## config.mk

```make
export PLATFORM = sky130hd
export DESIGN_NAME = multdiv_unit
export DESIGN_NICKNAME = d
export VERILOG_FILES = /design/src/rtl/multdiv_unit.sv
export SDC_FILE = /design/constraint.sdc
export NUM_CORES = 1
export LEC_CHECK = 0
export BUFFER_PORTS_ARGS = -buffer_cell sky130_fd_sc_hd__buf_2
export CAP_MARGIN = 20
export CORE_ASPECT_RATIO = 1.25
export CORE_MARGIN = 4
export CORE_UTILIZATION = 40
export DETAILED_ROUTE_END_ITERATION = 10
export PLACE_DENSITY = 0.62
export SETUP_SLACK_MARGIN = 0.5
export SLEW_MARGIN = 15
export SYNTH_ARGS = -nofsm -noshare
export SYNTH_HDL_FRONTEND = slang
export SYNTH_SLANG_ARGS = --single-unit
```

## constraint.sdc

```tcl
create_clock -name clk -period 7.3 [get_ports clk]
set_input_delay 0.73 -clock clk [delete_from_list [all_inputs] [get_ports clk]]
set_output_delay 0.73 -clock clk [all_outputs]
set_load 0.02 [all_outputs]
```

## src/rtl/multdiv_unit.sv

```systemverilog
// Iterative signed multiplier (Booth) / restoring divider with fixed latency and a one-cycle ready strobe.
// Optional build macro: MULTDIV_BOOTH4_EN selects radix-4 Booth multiply (16 iterations instead of 32).
module multdiv_unit #(
  parameter int WIDTH    = 32,
  parameter int CNT_BITS = 6
) (
  input  logic             clk,
  input  logic             clr,
  input  logic [WIDTH-1:0] data_operandA,
  input  logic [WIDTH-1:0] data_operandB,
  input  logic             ctrl_MULT,
  input  logic             ctrl_DIV,
  output logic [WIDTH-1:0] data_result,
  output logic             data_exception,
  output logic             data_resultRDY,
  output logic             busy
);

  typedef enum logic [1:0] {
    S_IDLE = 2'd0,
    S_MULT = 2'd1,
    S_DIV  = 2'd2,
    S_DONE = 2'd3
  } state_t;

`ifdef MULTDIV_BOOTH4_EN
  localparam logic [CNT_BITS-1:0] MULT_LAST = CNT_BITS'(WIDTH / 2 - 1);
`else
  localparam logic [CNT_BITS-1:0] MULT_LAST = CNT_BITS'(WIDTH - 1);
`endif
  localparam logic [CNT_BITS-1:0] DIV_LAST = CNT_BITS'(WIDTH - 1);
  localparam logic [WIDTH-1:0]    MIN_VAL  = {1'b1, {(WIDTH-1){1'b0}}};

  state_t              r_state;
  state_t              w_state_nx;
  logic [CNT_BITS-1:0] r_cnt;
  logic [WIDTH-1:0]    r_hi;
  logic [WIDTH-1:0]    r_lo;
  logic [WIDTH-1:0]    r_m;
  logic                r_qm1;
  logic                r_neg;
  logic                r_div_zero;
  logic                r_div_ovf;
  logic [WIDTH-1:0]    r_result;
  logic                r_exc;

  logic                w_start;
  logic                w_last;
  logic                w_busy;
  logic                w_rdy;
  logic [WIDTH-1:0]    w_hi_nx;
  logic [WIDTH-1:0]    w_lo_nx;
  logic                w_qm1_nx;
  logic [WIDTH-1:0]    w_res_nx;
  logic                w_exc_nx;
  logic [WIDTH-1:0]    w_abs_a;
  logic [WIDTH-1:0]    w_abs_b;
  logic [WIDTH:0]      w_shift;
  logic [WIDTH:0]      w_div_diff;
  logic [WIDTH:0]      w_top;
`ifdef MULTDIV_BOOTH4_EN
  logic [WIDTH+1:0]    w_p_ext;
  logic [WIDTH+1:0]    w_m_ext;
  logic [WIDTH+1:0]    w_m2_ext;
  logic [WIDTH+1:0]    w_sum;
`else
  logic [WIDTH:0]      w_p_ext;
  logic [WIDTH:0]      w_m_ext;
  logic [WIDTH:0]      w_sum;
`endif

  assign w_start = ctrl_MULT | ctrl_DIV;
  assign w_last  = ((r_state == S_MULT) && (r_cnt == MULT_LAST)) ||
                   ((r_state == S_DIV)  && (r_cnt == DIV_LAST));
  // Unsigned magnitudes: 0x80000000 maps to 2^31 without overflow
  assign w_abs_a = data_operandA[WIDTH-1] ? (~data_operandA + WIDTH'(1)) : data_operandA;
  assign w_abs_b = data_operandB[WIDTH-1] ? (~data_operandB + WIDTH'(1)) : data_operandB;

  // State register
  always_ff @(posedge clk) begin
    if (clr) begin
      r_state <= S_IDLE;
    end else begin
      r_state <= w_state_nx;
    end
  end

  // Next-state logic; a start pulse restarts from any state, multiply taking priority
  always_comb begin
    w_state_nx = S_IDLE;
    if (ctrl_MULT) begin
      w_state_nx = S_MULT;
    end else if (ctrl_DIV) begin
      w_state_nx = S_DIV;
    end else begin
      case (r_state)
        S_MULT:  w_state_nx = w_last ? S_DONE : S_MULT;
        S_DIV:   w_state_nx = w_last ? S_DONE : S_DIV;
        default: w_state_nx = S_IDLE;
      endcase
    end
  end

  // FSM outputs decoded from the state register
  always_comb begin
    w_busy = 1'b0;
    w_rdy  = 1'b0;
    case (r_state)
      S_MULT:  w_busy = 1'b1;
      S_DIV:   w_busy = 1'b1;
      S_DONE:  w_rdy  = 1'b1;
      default: w_busy = 1'b0;
    endcase
  end

  // One iteration step: restoring divide or Booth multiply
  always_comb begin
    w_hi_nx    = r_hi;
    w_lo_nx    = r_lo;
    w_qm1_nx   = r_qm1;
    w_shift    = {r_hi, r_lo[WIDTH-1]};
    w_div_diff = w_shift - {1'b0, r_m};
`ifdef MULTDIV_BOOTH4_EN
    w_p_ext  = {{2{r_hi[WIDTH-1]}}, r_hi};
    w_m_ext  = {{2{r_m[WIDTH-1]}}, r_m};
    w_m2_ext = {r_m[WIDTH-1], r_m, 1'b0};
    case ({r_lo[1:0], r_qm1})
      3'b001, 3'b010: w_sum = w_p_ext + w_m_ext;
      3'b011:         w_sum = w_p_ext + w_m2_ext;
      3'b100:         w_sum = w_p_ext - w_m2_ext;
      3'b101, 3'b110: w_sum = w_p_ext - w_m_ext;
      default:        w_sum = w_p_ext;
    endcase
`else
    w_p_ext = {r_hi[WIDTH-1], r_hi};
    w_m_ext = {r_m[WIDTH-1], r_m};
    case ({r_lo[0], r_qm1})
      2'b01:   w_sum = w_p_ext + w_m_ext;
      2'b10:   w_sum = w_p_ext - w_m_ext;
      default: w_sum = w_p_ext;
    endcase
`endif
    if (r_state == S_DIV) begin
      w_hi_nx  = w_div_diff[WIDTH] ? w_shift[WIDTH-1:0] : w_div_diff[WIDTH-1:0];
      w_lo_nx  = {r_lo[WIDTH-2:0], ~w_div_diff[WIDTH]};
      w_qm1_nx = 1'b0;
    end else begin
`ifdef MULTDIV_BOOTH4_EN
      w_hi_nx  = w_sum[WIDTH+1:2];
      w_lo_nx  = {w_sum[1:0], r_lo[WIDTH-1:2]};
      w_qm1_nx = r_lo[1];
`else
      w_hi_nx  = w_sum[WIDTH:1];
      w_lo_nx  = {w_sum[0], r_lo[WIDTH-1:1]};
      w_qm1_nx = r_lo[0];
`endif
    end
  end

  // Final result and exception, meaningful on the last iteration
  always_comb begin
    w_top    = {w_hi_nx, w_lo_nx[WIDTH-1]};
    w_res_nx = w_lo_nx;
    w_exc_nx = 1'b0;
    if (r_state == S_DIV) begin
      if (r_div_zero) begin
        w_res_nx = '0;
        w_exc_nx = 1'b1;
      end else if (r_div_ovf) begin
        w_res_nx = MIN_VAL;
        w_exc_nx = 1'b1;
      end else begin
        w_res_nx = r_neg ? (~w_lo_nx + WIDTH'(1)) : w_lo_nx;
        w_exc_nx = 1'b0;
      end
    end else begin
      w_res_nx = w_lo_nx;
      w_exc_nx = ~((&w_top) | ~(|w_top));
    end
  end

  // Operand capture, iteration state and result registers
  always_ff @(posedge clk) begin
    if (clr) begin
      r_cnt      <= '0;
      r_hi       <= '0;
      r_lo       <= '0;
      r_m        <= '0;
      r_qm1      <= 1'b0;
      r_neg      <= 1'b0;
      r_div_zero <= 1'b0;
      r_div_ovf  <= 1'b0;
      r_result   <= '0;
      r_exc      <= 1'b0;
    end else if (w_start) begin
      r_cnt      <= '0;
      r_hi       <= '0;
      r_qm1      <= 1'b0;
      r_lo       <= ctrl_MULT ? data_operandB : w_abs_a;
      r_m        <= ctrl_MULT ? data_operandA : w_abs_b;
      r_neg      <= data_operandA[WIDTH-1] ^ data_operandB[WIDTH-1];
      r_div_zero <= (data_operandB == '0);
      r_div_ovf  <= (data_operandA == MIN_VAL) && (data_operandB == '1);
    end else if (w_busy) begin
      r_cnt <= r_cnt + CNT_BITS'(1);
      r_hi  <= w_hi_nx;
      r_lo  <= w_lo_nx;
      r_qm1 <= w_qm1_nx;
      if (w_last) begin
        r_result <= w_res_nx;
        r_exc    <= w_exc_nx;
      end
    end
  end

  assign data_result    = r_result;
  assign data_exception = r_exc;
  assign data_resultRDY = w_rdy;
  assign busy           = w_busy;

endmodule

```

==> Word-level counts from Yosys, hierarchy flattened <==
Cells that the tools add are included.
Widths: inputs -> output; s select.
{ "totals": {"reg_bits": 141, "latch_bits": 0, "mem_bits_rw": 0, "romBits": 0, "inputBits": 68, "out_inout_bits": 35, "word_cells": 74, "memories": 0} }
{ "op_classes": {"add_sub_neg": 7, "n_mul": 0, "n_div": 0, "magnitude_cmp": 0, "n_eq_ne": 8, "shifts": 0, "n_mux": 25, "n_bitwise": 10, "n_reduce_logical": 12} }
{ "op_table": {"columns": ["cell", "count"], "rows": [
  ["$mux 32", 13],
  ["$add 32x1->32 const B", 3],
  ["$not 32->32", 3],
  ["$pmux 33 s2", 1],
  ["$eq 32x32->1 const B", 2],
  ["$add 32x32->33", 1],
  ["$reduce_and 33->1", 1],
  ["$reduce_or 33->1", 1],
  ["$sub 32x32->33", 1],
  ["$sub 33x32->33", 1],
  ["$logic_not 32->1", 1],
  ["$mux 1", 8],
  ["$add 6x1->6 const B", 1],
  ["$eq 2x2->1 const B", 3],
  ["$eq 6x5->1 const B", 1],
  ["$reduce_or 2->1", 3],
  ["$eq 2x1->1 const B", 2],
  ["$mux 2", 2],
  ["$not 1->1", 4],
  ["$pmux 2 s2", 1],
  ["$logic_and 1x1->1", 3],
  ["$reduce_and 3->1", 1],
  ["$or 1x1->1", 2],
  ["$reduce_bool 2->1", 1],
  ["2 further kinds", 2]
]} }

==> Logic depth before layout (Yosys ltp) <==
{ "logic_depth": {"ltp_word": 9, "ltp_mapped": 22, "mapped_depth_nobuf": 22} }

==> Worst setup path after synthesis <==
Ideal clock, no wire load.
{ "synth_timing": {"path_kind": "register -> register", "from": "register r_lo[31]", "to": "register r_result[30], in the netlist data_result[30]", "setup_time_ns": 0.129, "t_arrival_ns": 4.821, "required_time_ns": 7.171, "setup_slack_ns": 2.350, "stages_incl_launch_ff": 23, "n_path_buf": 0, "synth_period_minus_slack_ns": 4.950, "cell_sequence": "dfxtp_1 -> inv_1 -> ha_1 -> inv_1 -> fa_1 -> a211oi_1 -> o211a_1 -> o211a_1 -> or4b_4 -> o211ai_2 -> nor2_1 -> a21oi_1 -> ha_1 -> o2111ai_1 -> or4_1 -> or3_1 -> or2_2 -> o31ai_1 -> nand2_1 -> xnor2_1 -> a21oi_1 -> o21ai_0 -> nor2b_1"} }
{ "synth_between": {"elab_chain_cells": 9} }
{ "synth_lines": {"columns": ["item", "line_no", "source"], "rows": [
  ["from (decl)", "38", "logic [WIDTH-1:0] r_lo;"],
  ["from (signal assigned)", "199", "r_lo <= ctrl_MULT ? data_operandB : w_abs_a;"],
  ["from (signal assigned)", "207", "r_lo <= w_lo_nx;"],
  ["$sub 33x32->33", "122", "w_div_diff = w_shift - {1'b0, r_m};"],
  ["$not 1->1", "145", "w_lo_nx = {r_lo[WIDTH-2:0], ~w_div_diff[WIDTH]};"],
  ["$mux 32 *", "143", "if (r_state == S_DIV) begin"],
  ["$not 32->32", "173", "w_res_nx = r_neg ? (~w_lo_nx + WIDTH'(1)) : w_lo_nx;"],
  ["$add 32x1->32", "173", null],
  ["$mux 32", "173", null],
  ["$mux 32", "169", "end else if (r_div_ovf) begin"],
  ["$mux 32", "166", "if (r_div_zero) begin"],
  ["$mux 32 *", "165", "if (r_state == S_DIV) begin"],
  ["to (signal assigned)", "210", "r_result <= w_res_nx;"],
  ["to (decl)", "44", "logic [WIDTH-1:0] r_result;"]
]} }
Mark *: on every way between the ends. The rest lies on a longest branch, timed or not.
A chain may end at the register's enable or synchronous reset.

==> Worst setup path in the final report <==
Same ends and word-level chain as after synthesis.

==> results.sh <==
export IMPL_outcome="complete, no violations"
export IMPL_grt_pass1_vias=14500
export IMPL_numPortBuffers=102
export IMPL_crit_path_end_kind="flip-flop"
export IMPL_clock_latency_ns=0.46
export IMPL_sw_frac_of_total_pct=37.1
export IMPL_drc_errors=0
export IMPL_grt_max_degree=84
export IMPL_post_cts_buffers=0
export IMPL_reg2reg_depth=22
export IMPL_cts_htree_levels=4
export IMPL_timing_hold_ws_ns=0.454
export IMPL_ys_types=83
export IMPL_min_from="data_result[29]"
export IMPL_place_congestion=0.968
export IMPL_cts_buffer_depth=2
export IMPL_worstPathArrival_ns=6.40
export IMPL_drive_gt1_share_pct=9.89
export IMPL_fin_ws_ns=1.21
export IMPL_place_hpwl_um=39200
export IMPL_final_max_slew_viol_count=0
export IMPL_ant_nets=0
export IMPL_antenna_found_initial=1
export IMPL_synth_edf_count=0
export IMPL_cp_start_kind="flip-flop"
export IMPL_numCtsBuffers=17
export IMPL_ctsResizeCount=0
export IMPL_internal_power_w=0.00158
export IMPL_slew_headroom_pct=23.3
export IMPL_grt_usage_pct=26.4
export IMPL_power_density_nw_per_um2=164
export IMPL_leakagePower_nw=5.90
export IMPL_wire_per_inst_um=21.1
export IMPL_vias=14900
export IMPL_firstDrtPassIters=5
export IMPL_cts_root_buf="clkbuf_16"
export IMPL_ir_drop_mv=0.171
export IMPL_die_h_um=217
export IMPL_path_class="reg2reg"
export IMPL_reg2reg_from="r_lo[31]"
export IMPL_antenna_cells=0
export IMPL_routed_wl_um=51900
export IMPL_grt_overflow=0
export IMPL_synth_seq_cells=141
export IMPL_post_route_period_util_pct=83.4
export IMPL_min_to="data_result[29]"
export IMPL_setup_violations=0
export IMPL_dieArea_um2=38100
export IMPL_seq_power_share_pct=33.8
export IMPL_area_delta_synth_final_pct=9.23
export IMPL_synth_area_per_cell_um2=7.13
export IMPL_routed_via_density=6.07
export IMPL_rows=76
export IMPL_pwr_share_comb_pct=32.4
export IMPL_finalNetCount=2123
export IMPL_die_w_um=175
export IMPL_tightestPinTransition_ns=1.12
export IMPL_clk_pin_slew_worst_paths_ns=0.07
export IMPL_core_region_area_um2=34500
export IMPL_ys_dominant_reg_cell="dfxtp_1"
export IMPL_async_flop_share_pct=0
export IMPL_power_frac_clock_pct=33.8
export IMPL_hold_path_depth=2
export IMPL_num_io_pins=103
export IMPL_yosysWarnings=0
export IMPL_min_period_ns=6.09
export IMPL_r2r_end="data_result[30]"
export IMPL_netSwitchingPower_w=0.000931
export IMPL_hold_path_class="reg2reg"
export IMPL_timing_hold_violations_final=0
export IMPL_cts_sink_count=141
export IMPL_rrSetupSlack_ns=1.21
export IMPL_critPathMaxFanout=5
export IMPL_place_ws_ns=1.29
export IMPL_initial_core_util_pct=40.6
export IMPL_drt_initial_drc_count=1186
export IMPL_tritoncts="done"
export IMPL_required_ns=7.61
export IMPL_synth_area_um2=14000
export IMPL_skew_ns=0.00895
export IMPL_fin_total_pwr_w=0.00251
export IMPL_syn_inst=1967
export IMPL_grt_pass1_wl_um=80100
export IMPL_fmax_mhz=164
export IMPL_synth_seq_area_share_pct=20.1
export IMPL_hold_buffers=0
export IMPL_synth_nets=2111
export IMPL_rsz0062_at_grt="no"
export IMPL_fin_tns_setup_ns=0
export IMPL_maxCapViolations=0
[synth_stat cells (21+ instances only)]
| master | n | share of area [%] |
|---|---|---|
| nand2_1 | 157 | 4.2 |
| xor2_1 | 72 | 4.5 |
| a21o_1 | 22 | 1.2 |
| mux2i_1 | 51 | 3.6 |
| clkbuf_1 | 106 | 2.8 |
| nand4_1 | 25 | 1.1 |
| o21ai_0 | 91 | 3.2 |
| nand3_1 | 26 | 0.93 |
| o31ai_1 | 37 | 2.0 |
| nor3_1 | 51 | 1.8 |
| nor4_1 | 21 | 0.94 |
| inv_1 | 64 | 1.7 |
| a211oi_1 | 78 | 4.2 |
| a21oi_1 | 216 | 7.7 |
| nor2_1 | 287 | 7.7 |
| a31oi_1 | 30 | 1.3 |
| xnor2_1 | 85 | 5.3 |
| dfxtp_1 | 141 | 20 |
| o21a_1 | 23 | 1.2 |
| ha_1 | 74 | 6.6 |
[through the flow]
| stage | cells | area (µm²) | util, % |
|---|---|---|---|
| CTS | 2458 | 15300 | 44.3 |
| global route | 2459 | 15300 | 44.4 |
| detailed placement | 2427 | 14800 | 42.8 |
| finish | 2459 | 15300 | 44.4 |
| floorplan | 1967 | 14000 | - |
| global placement | 2427 | 14800 | 42.8 |
[per-layer routing]
layer	share of wire, %	GRT usage, %
met4	5.6	14.8
met2	49	45.9
met1	41	31.1
met3	5.0	3.65
met5	0.023	0
[power by group through the flow]
stage | clock (W) | combinational [W] | sequential [W]
final | 0.000848 | 0.000811 | 0.000848
after global routing | 0.000892 | 0.000883 | 0.000851
after CTS | 0.000864 | 0.000799 | 0.000845
after detailed placement | 0 | 0.000793 | 0.000862
after global placement | 0 | 0.000791 | 0.000861
after floorplan | 0 | 0.000583 | 0.000840
[sequential cells by signal, indices dropped and copies added, names as in the netlist]
register / cells
r_hi: 32
r_m: 32
data_exception: 1
r_div_ovf: 1
r_div_zero: 1
r_lo: 32
r_neg: 1
data_result: 32
r_qm1: 1
r_state: 2
r_cnt: 6
[worst max-delay path by stage]
stage                   from               to  cells past startpoint
finish              r_lo[31]  data_result[30]                     22
CTS                 r_lo[31]  data_result[30]                     22
global route        r_lo[31]  data_result[30]                     22
floorplan           r_lo[31]  data_result[30]                     22
global placement    r_lo[31]  data_result[30]                     22
detailed placement  r_lo[31]  data_result[30]                     22
[cell families (layout without fill, tap and decap cells)]
group	after synthesis	count (layout)	synth area share, %
adder cells (fa/ha/maj)	76	76	6.89
multiplexers	68	68	5.01
AND/OR/NAND/NOR	686	686	22.7
flip-flops	141	141	20.1
buffers and inverters	194	218	5.47
AO/OA/AOI/OAI	645	645	30.0
XOR/XNOR	157	157	9.81
[critical path, cell delays in order (launching register included)]
cell,delay [ns]
dfxtp_1,0.42
inv_1,0.14
ha_1,0.25
inv_1,0.07
fa_1,0.25
a211oi_1,0.13
o211a_1,0.31
o211a_1,0.32
or4b_4,0.58
o211ai_2,0.11
nor2_1,0.22
a21oi_1,0.34
ha_1,0.28
o2111ai_1,0.17
or4_1,0.65
or3_1,0.44
or2_2,0.31
o31ai_1,0.34
nand2_1,0.12
xnor2_1,0.15
a21oi_1,0.13
o21ai_0,0.08
nor2b_1,0.13
[layout by cell type, fill, tap and decap left out, types with 8 or more instances in the layout]
cell | Yosys | final
nand2b_1 | 11 | 11
and3_1 | 17 | 17
mux2_2 | 17 | 17
or4_1 | 13 | 13
nand2_1 | 157 | 157
o21bai_1 | 11 | 11
or3_1 | 16 | 16
o211a_1 | 9 | 9
buf_2 | 9 | 99
a21oi_1 | 216 | 216
nor2b_1 | 15 | 15
o31ai_1 | 37 | 37
a22oi_1 | 12 | 12
clkbuf_16 | 0 | 17
buf_4 | 1 | 22
o41ai_1 | 13 | 13
a211oi_1 | 78 | 78
inv_1 | 64 | 63
xnor2_1 | 85 | 85
nand4_1 | 25 | 25
o21ai_0 | 91 | 91
o211ai_1 | 20 | 20
a41oi_1 | 8 | 8
xor2_1 | 72 | 72
nand3_1 | 26 | 26
a21o_1 | 22 | 22
nor2_1 | 287 | 287
mux2i_1 | 51 | 51
nor3_1 | 51 | 51
and2_1 | 9 | 9
dfxtp_1 | 141 | 141
o2111ai_1 | 8 | 8
nor4_1 | 21 | 21
o21a_1 | 23 | 23
or2_2 | 11 | 11
ha_1 | 74 | 73
a31oi_1 | 30 | 30
[cell type report]
class	count	area [µm²]
Multi-Input combinational cell	1632	10400
Tap cell	468	586
Fill cell	3493	19200
Clock inverter	11	93.8
Sequential cell	141	2820
Inverter	65	244
Timing Repair Buffer	122	668
Clock buffer	20	457
Note: power is estimated with default switching activity, not from simulation.
